==> config.mk <==
export PLATFORM = sky130hd
export DESIGN_NAME = mux_8x1_rr_sched_flat
export DESIGN_NICKNAME = d
export VERILOG_FILES = /design/src/rtl/mux_8x1_rr_sched_pkg.sv /design/src/rtl/mux_8x1_rr_sched_if.sv /design/src/rtl/mux_8x1_rr_sched_sel.sv /design/src/rtl/mux_8x1_rr_sched.sv /design/src/flat_wrapper.sv
export SDC_FILE = /design/constraint.sdc
export NUM_CORES = 1
export LEC_CHECK = 0
export ABC_AREA = 1
export CORE_MARGIN = 5
export CORE_UTILIZATION = 51
export DETAILED_ROUTE_END_ITERATION = 10
export HOLD_SLACK_MARGIN = 0.12
export PLACE_DENSITY = 0.82
export SYNTH_ARGS = -nofsm -noshare
export SYNTH_HDL_FRONTEND = slang
export SYNTH_HIERARCHICAL = 1
export SYNTH_SLANG_ARGS = --single-unit
==> constraint.sdc <==
create_clock -name clk -period 2.4 [get_ports clk]
set_clock_uncertainty 0.05 [all_clocks]
set_input_delay 0.36 -clock clk [delete_from_list [all_inputs] [get_ports clk]]
set_output_delay 0.36 -clock clk [all_outputs]
set_load 0.05 [all_outputs]
==> src/rtl/mux_8x1_rr_sched_pkg.sv <==
// Shared types and helpers for the 8-way round-robin mux scheduler.
// Holds the FSM state encoding, widths and the rotate-priority pick function.
package mux_sched_pkg;

   localparam int N_REQ = 8;
   localparam int SEL_W = 3;

   typedef enum logic {
      ST_IDLE  = 1'b0,
      ST_GRANT = 1'b1
   } state_e;

   // Returns {found, idx}: first set bit of req scanning ptr, ptr+1, ... modulo 8.
   // The loop runs backwards so the lowest rotated offset is the last to write res.
   function automatic logic [SEL_W:0] pick_rr(input logic [N_REQ-1:0] req,
                                              input logic [SEL_W-1:0] ptr);
      logic [SEL_W-1:0] cand;
      logic [SEL_W:0]   res;
      res = '0;
      for (int k = N_REQ - 1; k >= 0; k--) begin
         cand = ptr + SEL_W'(k);
         if (req[cand]) res = {1'b1, cand};
      end
      return res;
   endfunction

endpackage

==> src/rtl/mux_8x1_rr_sched_if.sv <==
// Request/data/grant bundle between the requesters (master) and the scheduler (slave).
interface mux_8x1_rr_sched_if;
   import mux_sched_pkg::*;

   logic [N_REQ-1:0] req;
   logic [N_REQ-1:0] din;
   logic [SEL_W-1:0] sel;
   logic [N_REQ-1:0] gnt;
   logic             valid;
   logic             F;

   modport master (output req, din, input sel, gnt, valid, F);
   modport slave  (input req, din, output sel, gnt, valid, F);

endinterface

==> src/rtl/mux_8x1_rr_sched_sel.sv <==
// Generic behavioural 8:1 single-bit mux; purely combinational.
module mux_8x1_sel (
   input  logic [7:0] in_i,
   input  logic [2:0] s_i,
   output logic       y_o
);

   assign y_o = in_i[s_i];

endmodule

==> src/rtl/mux_8x1_rr_sched.sv <==
// Round-robin owner of a shared 8:1 mux select; grant is registered one cycle after request,
// held up to MAX_HOLD cycles, and handed on with no idle bubble when another requester waits.
module mux_8x1_rr_sched
   import mux_sched_pkg::*;
#(
   parameter int MAX_HOLD = 4,
   parameter int CNT_W    = 4
) (
   input  logic                clk,
   input  logic                rst,
   mux_8x1_rr_sched_if.slave   bus
);

   state_e           state_q, state_d;
   logic [SEL_W-1:0] sel_q, sel_d;
   logic [N_REQ-1:0] gnt_q, gnt_d;
   logic             valid_q, valid_d;
   logic [CNT_W-1:0] hold_q, hold_d;
   logic [SEL_W-1:0] ptr_q, ptr_d;

   logic [SEL_W-1:0] ptr_after;
   logic [SEL_W:0]   pick_idle;
   logic [SEL_W:0]   pick_rel;
   logic             rel_w;
   logic             mux_y;

   // The released requester becomes lowest priority for the re-pick in the same cycle.
   assign ptr_after = sel_q + SEL_W'(1);
   assign pick_idle = pick_rr(bus.req, ptr_q);
   assign pick_rel  = pick_rr(bus.req, ptr_after);
   assign rel_w     = !bus.req[sel_q] || (hold_q == CNT_W'(MAX_HOLD - 1));

   always_comb begin
      state_d = state_q;
      sel_d   = sel_q;
      gnt_d   = gnt_q;
      valid_d = valid_q;
      hold_d  = hold_q;
      ptr_d   = ptr_q;
      case (state_q)
         ST_IDLE: begin
            if (pick_idle[SEL_W]) begin
               state_d = ST_GRANT;
               sel_d   = pick_idle[SEL_W-1:0];
               gnt_d   = N_REQ'(1) << pick_idle[SEL_W-1:0];
               valid_d = 1'b1;
               hold_d  = '0;
            end
         end
         ST_GRANT: begin
            if (rel_w) begin
               ptr_d  = ptr_after;
               hold_d = '0;
               if (pick_rel[SEL_W]) begin
                  sel_d   = pick_rel[SEL_W-1:0];
                  gnt_d   = N_REQ'(1) << pick_rel[SEL_W-1:0];
                  valid_d = 1'b1;
               end else begin
                  state_d = ST_IDLE;
                  gnt_d   = '0;
                  valid_d = 1'b0;
               end
            end else begin
               hold_d = hold_q + CNT_W'(1);
            end
         end
         default: begin
            state_d = ST_IDLE;
            gnt_d   = '0;
            valid_d = 1'b0;
            hold_d  = '0;
         end
      endcase
   end

   always_ff @(posedge clk) begin
      if (rst) begin
         state_q <= ST_IDLE;
         sel_q   <= '0;
         gnt_q   <= '0;
         valid_q <= 1'b0;
         hold_q  <= '0;
         ptr_q   <= '0;
      end else begin
         state_q <= state_d;
         sel_q   <= sel_d;
         gnt_q   <= gnt_d;
         valid_q <= valid_d;
         hold_q  <= hold_d;
         ptr_q   <= ptr_d;
      end
   end

   mux_8x1_sel u_mux (
      .in_i (bus.din),
      .s_i  (sel_q),
      .y_o  (mux_y)
   );

   assign bus.sel   = sel_q;
   assign bus.gnt   = gnt_q;
   assign bus.valid = valid_q;
   assign bus.F     = valid_q & mux_y;

endmodule
==> src/flat_wrapper.sv <==
// flat-port wrapper written by rule: the top's interface ports become plain ports
module mux_8x1_rr_sched_flat import mux_sched_pkg::*;
#(
   parameter int MAX_HOLD = 4,
   parameter int CNT_W    = 4
)
  (clk, rst, bus_req, bus_din, bus_sel, bus_gnt, bus_valid, bus_F);
  mux_8x1_rr_sched_if bus_i ();
  input  logic clk;
  input  logic rst;
  input wire logic [$bits(bus_i.req)-1:0] bus_req;
  input wire logic [$bits(bus_i.din)-1:0] bus_din;
  output wire logic [$bits(bus_i.sel)-1:0] bus_sel;
  output wire logic [$bits(bus_i.gnt)-1:0] bus_gnt;
  output wire logic [$bits(bus_i.valid)-1:0] bus_valid;
  output wire logic [$bits(bus_i.F)-1:0] bus_F;
  assign bus_i.req = bus_req;
  assign bus_i.din = bus_din;
  assign bus_sel = bus_i.sel;
  assign bus_gnt = bus_i.gnt;
  assign bus_valid = bus_i.valid;
  assign bus_F = bus_i.F;
  mux_8x1_rr_sched #(.MAX_HOLD(MAX_HOLD), .CNT_W(CNT_W)) u_core (.clk(clk), .rst(rst), .bus(bus_i));
endmodule
==> results of run 1 <==
-- through the flow --
step | hold slack [ns] | utilization (%) | TNS, ns | instance area, um2 | setup slack (ns)
after floorplan | 0.406 | - | -1.07 | 2540 | -0.126
after global placement | 0.418 | 63.7 | -0.387 | 3010 | -0.0680
after detailed placement | 0.434 | 63.7 | -0.679 | 3010 | -0.0918
after CTS | 0.448 | 65.1 | 0 | 3080 | 0.00832
after global routing | 0.474 | 74.5 | -1.38 | 3520 | -0.171
final | 0.442 | 74.5 | 0 | 3520 | 0.00883
-- sequential cells by signal (all words and copies together) (netlist names) --
signal            flops
u_core/bus.gnt        8
u_core/bus.sel        3
u_core/bus.valid      1
u_core/hold_q         4
u_core/ptr_q          3
u_core/state_q        1
-- timing repair --
item                       in CTS  in global routing
hold endpoints to repair        0                  0
gates resized for setup         0                 81
setup endpoints to repair       0                 16
setup buffers                   0                 16
-- final timing paths --
check,to,cells after the start,from,slack (ns)
worst max-delay path,u_core/bus.sel[0],18,u_core/bus.sel[0],0.009
worst max register to register,u_core/bus.sel[0],18,u_core/bus.sel[0],0.009
worst min register to register,u_core/bus.valid,2,u_core/bus.valid,0.44
worst min-delay path,u_core/bus.valid,2,u_core/bus.valid,0.44
-- synthesized netlist by cell type (3+ instances only) --
master    instances
nand3_1          70
inv_1            46
a31oi_1           4
a21oi_1          22
o21ai_1          12
nor2_1           32
nand2_2          16
a21oi_2           4
clkbuf_1          3
inv_2            18
nand2_1         189
dfxtp_1          20
nand4_1           3
buf_6             3
ha_1              5
o21ai_0          11
-- critical path, stage by stage (launching register included) --
cell and delay (ns):
dfxtp_4 0.38, inv_4 0.04, ha_4 0.32, inv_6 0.06, nand2_2 0.08, nand2_4 0.09
nand2_1 0.08, nand2_2 0.09, nand2_4 0.10, nand2_4 0.06, a21oi_2 0.12, nand3_2 0.10
inv_2 0.08, nand2_4 0.07, o21ai_1 0.19, inv_1 0.14, o21ai_0 0.12, o21ai_1 0.10
inv_1 0.06
-- per-layer routing --
| layer | up-vias | share of wire, % |
|---|---|---|
| met3 | 28 | 6.2 |
| met2 | 160 | 50 |
| met1 | 1527 | 41 |
| li1 | 1637 | - |
| met4 | 0 | 2.6 |
| met5 | - | 0 |
-- cells by family (layout without fill, tap and decap cells) --
group,count (synthesis),after routing,share of synthesized area (%)
AND/OR/NAND/NOR,315,315,54.2
buffers and inverters,75,136,12.7
AO/OA/AOI/OAI,58,58,13.4
flip-flops,20,20,16.1
adder cells (fa/ha/maj),5,5,2.52
XOR/XNOR,3,3,1.06
-- layout make-up --
class / count / area (um2)
clock buffer: 4 / 66.3
fill: 382 / 1200
inverter: 64 / 250
multi-input combinational: 381 / 2090
sequential: 20 / 409
tap: 67 / 83.8
timing repair buffer: 68 / 618
==> run summary, run 1 <==
Outcome: complete, no violations
Dpl cells: 584
Antenna violations before repair: 0
ANT nets after route: 0
Cts bufs inserted: 3
Startpoint Class: register
Clock Path Buffers: 2
Final Hold Fails: 0
Post-Syn Area: 2490 um2
Post-synth top area cell: nand2_1
Seq cells post-synth: 20
Crit Path Class: register to register
Die Span Y: 79.8 um
Synth area leaders: nand2_1, dfxtp_1, nand3_1
GRT Total Usage: 22.7%
Most frequent cells in the layout: nand2_1, nand3_1, inv_1
GRT Max-Usage Layer: met2
Routed wire length: 7.99 mm
Post-route clock period utilization: 99.6%
Synthesis-to-layout area growth: 41.6%
Row Count: 25
Worst slew pin tran: 0.510 ns
Buffers on Ports: 30
Root Driver: clkbuf_8
Post-Syn Nets: 499
Initial Utilization: 52.6%
First-pass detailed-route iteration total: 7
Finish-stage setup viols: 0
Chip Width: 79.8 um
HPWL after DPL: 5.51 mm
Crit. End Element: register
Post-synthesis sequential area ratio: 16.1%
# hold bufs at CTS: 0
Worst slew margin: 65.9%
Routed vias: 3352
Synthesized instance count: 476
NumNets Final: 561
CP required: 2.55 ns
Layout cells sized above 1: 27.7%
Syn Area/Cell: 5.22 um2
Worst hold path class: register to register
Sink Count: 20
Die footprint: 6370 um2
Gr ovfl total: 0
I/O pin cnt: 31
Asr flop ratio synth: 0%
Max-slew violation count: 0
Largest net degree at the start of global routing: 15
Crit path arrival time: 2.54 ns
Commonest non-fill, non-tap cell in the layout: nand2_1
Met3 usage in global routing: 2.26%
Synth Flop Type: dfxtp_1
H-tree Lvls: 1
RSZ-0062 raised after global routing: true
Yosys synthesis warning count: 6
Core footprint: 4720 um2
Mean routed wirelength per cell: 13.2 um
Final std cells w/o fill: 604
Antenna Cells: 0
EDFF count, synth: 0
Vias in the first global route: 2888
Tmin final: 2.39 ns
CTS tree: done
CP max FO: 7
Yosys cell types: 28
Post-route DRC: 0
RePlAce Congestion: 1.08
Routing usage on met2: 41.5%
Max Clk Rate: 418 MHz
Drt via density: 5.55
Top cell type's share of synthesized area: 28.5%
Clk Latency, worst-skew pair: 0.26 ns
Met1 Use GR: 28.3%
DR iter-0 viols: 265
Clock transition at path regs: 0.07 ns
First-pass GRT wire length: 12.1 mm
Max cap viols: 0
Power of run 1 is not shown: default switching activity piles up to over one toggle a cycle in this logic, so the estimate is an artifact.
==> run 2: changes to the inputs <==
CORE_ASPECT_RATIO = 1.25   (was default)
==> run 2 against run 1 <==
The flow now finishes with violations (setup timing). Non-clock buffer count is 4 higher. First-iteration DRC count is 27% higher. Sequential share of layout area is 0.055 points lower. Wire length is 2.6% higher.
==> run summary, run 2 (same netlist as run 1, synthesis figures left out) <==
Mean routed wirelength per cell: 13.6 um (+3.0%)
Vias in the first global route: 2965 (+2.7%)
HPWL after DPL: 5.82 mm (+5.7%)
Core footprint: 4730 um2 (+0.13%)
Antenna violations before repair: 0 (unchanged)
RSZ-0062 raised after global routing: true
Most frequent cells in the layout: nand2_1, nand3_1, inv_1
DR iter-0 viols: 337 (+27%)
Initial Utilization: 52.6% (-0.070 points)
Routed vias: 3331 (-0.63%)
Max-slew violation count: 0 (unchanged)
Crit path arrival time: 2.52 ns (-0.02 ns)
Largest net degree at the start of global routing: 15 (unchanged)
NumNets Final: 566 (+0.89%)
Drt via density: 5.53 (-0.30%)
Final Hold Fails: 0 (unchanged)
GRT Total Usage: 24.2% (+1.5 points)
Startpoint Class: register
Gr ovfl total: 0 (unchanged)
CP max FO: 6 (-1)
Routed wire length: 8.20 mm (+2.6%)
Filler cell count: 386 (+1.0%)
Commonest non-fill, non-tap cell in the layout: nand2_1
Crit. End Element: register
Violated checks: setup timing
R2r endpoint: u_core/bus.gnt[3]
Max cap viols: 0 (unchanged)
First-pass GRT wire length: 12.7 mm (+5.4%)
Worst hold path cell count: 2 (unchanged)
Cts bufs inserted: 3 (unchanged)
Row Count: 28 (+12%)
Reg2reg start: u_core/bus.sel[0]
Worst slew margin: 66.2% (+0.30 points)
Max FFs per register: 8 (unchanged)
Outcome: complete, but fails checks
Min Hold Slack: 0.446 ns (+0.00386 ns)
Worst hold path class: register to register
H-tree Lvls: 1 (unchanged)
Post-route clock period utilization: 100% (+0.69 points)
Clock transition at path regs: 0.08 ns (about the same)
Root Driver: clkbuf_8
Layout cells sized above 1: 29.2% (+1.4 points)
ANT nets after route: 0 (unchanged)
Antenna Cells: 0 (unchanged)
CP required: 2.51 ns (-0.04 ns)
Min setup slack post-route: -0.00781 ns (-0.0166 ns)
Tmin final: 2.41 ns (+0.0166 ns)
Finish-stage setup viols: 1 (+1)
CTS tree: done
R2R Setup Slk: -0.008 ns (-0.02 ns)
Area of the multi-input gates: 2110 um2 (+0.96%)
Clk Latency, worst-skew pair: 0.26 ns (about the same)
Sink Count: 20 (unchanged)
Crit Path Class: register to register
Hold_sp: u_core/bus.valid
Clock Path Buffers: 2 (unchanged)
Worst reg-to-reg path cell count: 21 (+3)
Die footprint: 6380 um2 (+0.14%)
Chip Width: 72.5 um (-9.2%)
Die Span Y: 88.1 um (+10%)
Worst slew pin tran: 0.506 ns (-0.00448 ns)
Post-route DRC: 0 (unchanged)
Hold path endpoint: u_core/bus.valid
Buffers on Ports: 30 (unchanged)
Reg area: 410 um2 (+0.31%)
RePlAce Congestion: 0.981 (-9.0%)
# hold bufs at CTS: 0 (unchanged)
I/O pin cnt: 31 (unchanged)
Max Clk Rate: 415 MHz (-0.69%)
First-pass detailed-route iteration total: 5 (-2)
Synthesis-to-layout area growth: 42.7%
run 2: cell count changes in the layout (fill, tap and decap cells not counted), moves of 4 or more:
cell / delta
nand2_1: -10
buf_4: +7
nand3_1: +6
nand2_2: +4
nand3_2: -6
nor2_2: +6
nand2_4: +4
run 2: cell type report:
type                            instances  share of cell area [%]
Clock buffer                            3                    1.16
Clock inverter                          1                   0.847
Inverter                               64                    7.13
Multi-Input combinational cell        382                    59.5
Sequential cell                        20                    11.6
Tap cell                               60                    2.12
Timing Repair Buffer                   72                    17.6
run 2: worst max-delay path by stage:
stage | cells past startpoint | endpoint | slack, ns | startpoint
after floorplan | 20 | u_core/bus.gnt[0] | -0.13 | u_core/bus.sel[0]
after global placement | 16 | u_core/bus.gnt[5] | -0.13 | bus_req[3]
after detailed placement | 16 | u_core/bus.gnt[4] | -0.14 | bus_req[3]
after global routing | 21 | u_core/bus.gnt[1] | -0.16 | u_core/bus.sel[0]
after CTS | 21 | u_core/bus.gnt[0] | -0.003 | u_core/bus.sel[0]
final | 21 | u_core/bus.gnt[3] | -0.008 | u_core/bus.sel[0]
run 2: routing by layer:
layer | wire (um) | GRT usage, %
met1 | 3320 | 29.2
met4 | 119 | 7.21
met5 | 0 | 0
met2 | 4270 | 45.5
met3 | 484 | 1.26
run 2: worst max-delay path: stages (launching register included):
cell and delay [ns]:
dfxtp_4 0.39, inv_4 0.04, ha_4 0.27, inv_6 0.09, buf_4 0.13, nand3_1 0.10
nand2_2 0.11, nand2_2 0.07, nand2_2 0.09, nand3_1 0.07, nand2_1 0.06, nand2_1 0.04
nand2_1 0.05, nand2_1 0.08, nand2_1 0.10, nand2_2 0.08, nand2_4 0.11, inv_4 0.05
nand3_1 0.10, nor2_2 0.04, nor2_1 0.12, nor2_1 0.06
run 2: per-stage QoR:
step	setup WS (ns)	util, %	cell area [um2]	setup TNS [ns]	instances
6_report	-0.00781	75.0	3550	-0.00781	602
5_1_grt	-0.161	75.0	3550	-1.22	602
4_1_cts	-0.00256	66.8	3160	-0.00256	592
3_5_place_dp	-0.141	65.1	3080	-1.11	587
3_3_place_gp	-0.129	65.1	3080	-0.922	587
2_1_floorplan	-0.126	-	2540	-1.07	476
run 2: timing repair:
item | 4_1_cts | 5_1_grt
cloned | 0 | 1
endpoints found under the setup margin | 11 | 15
buffers inserted | 1 | 10
pin swaps | 2 | 38
resized for setup | 1 | 87
Power of run 2 is left out for the same reason.
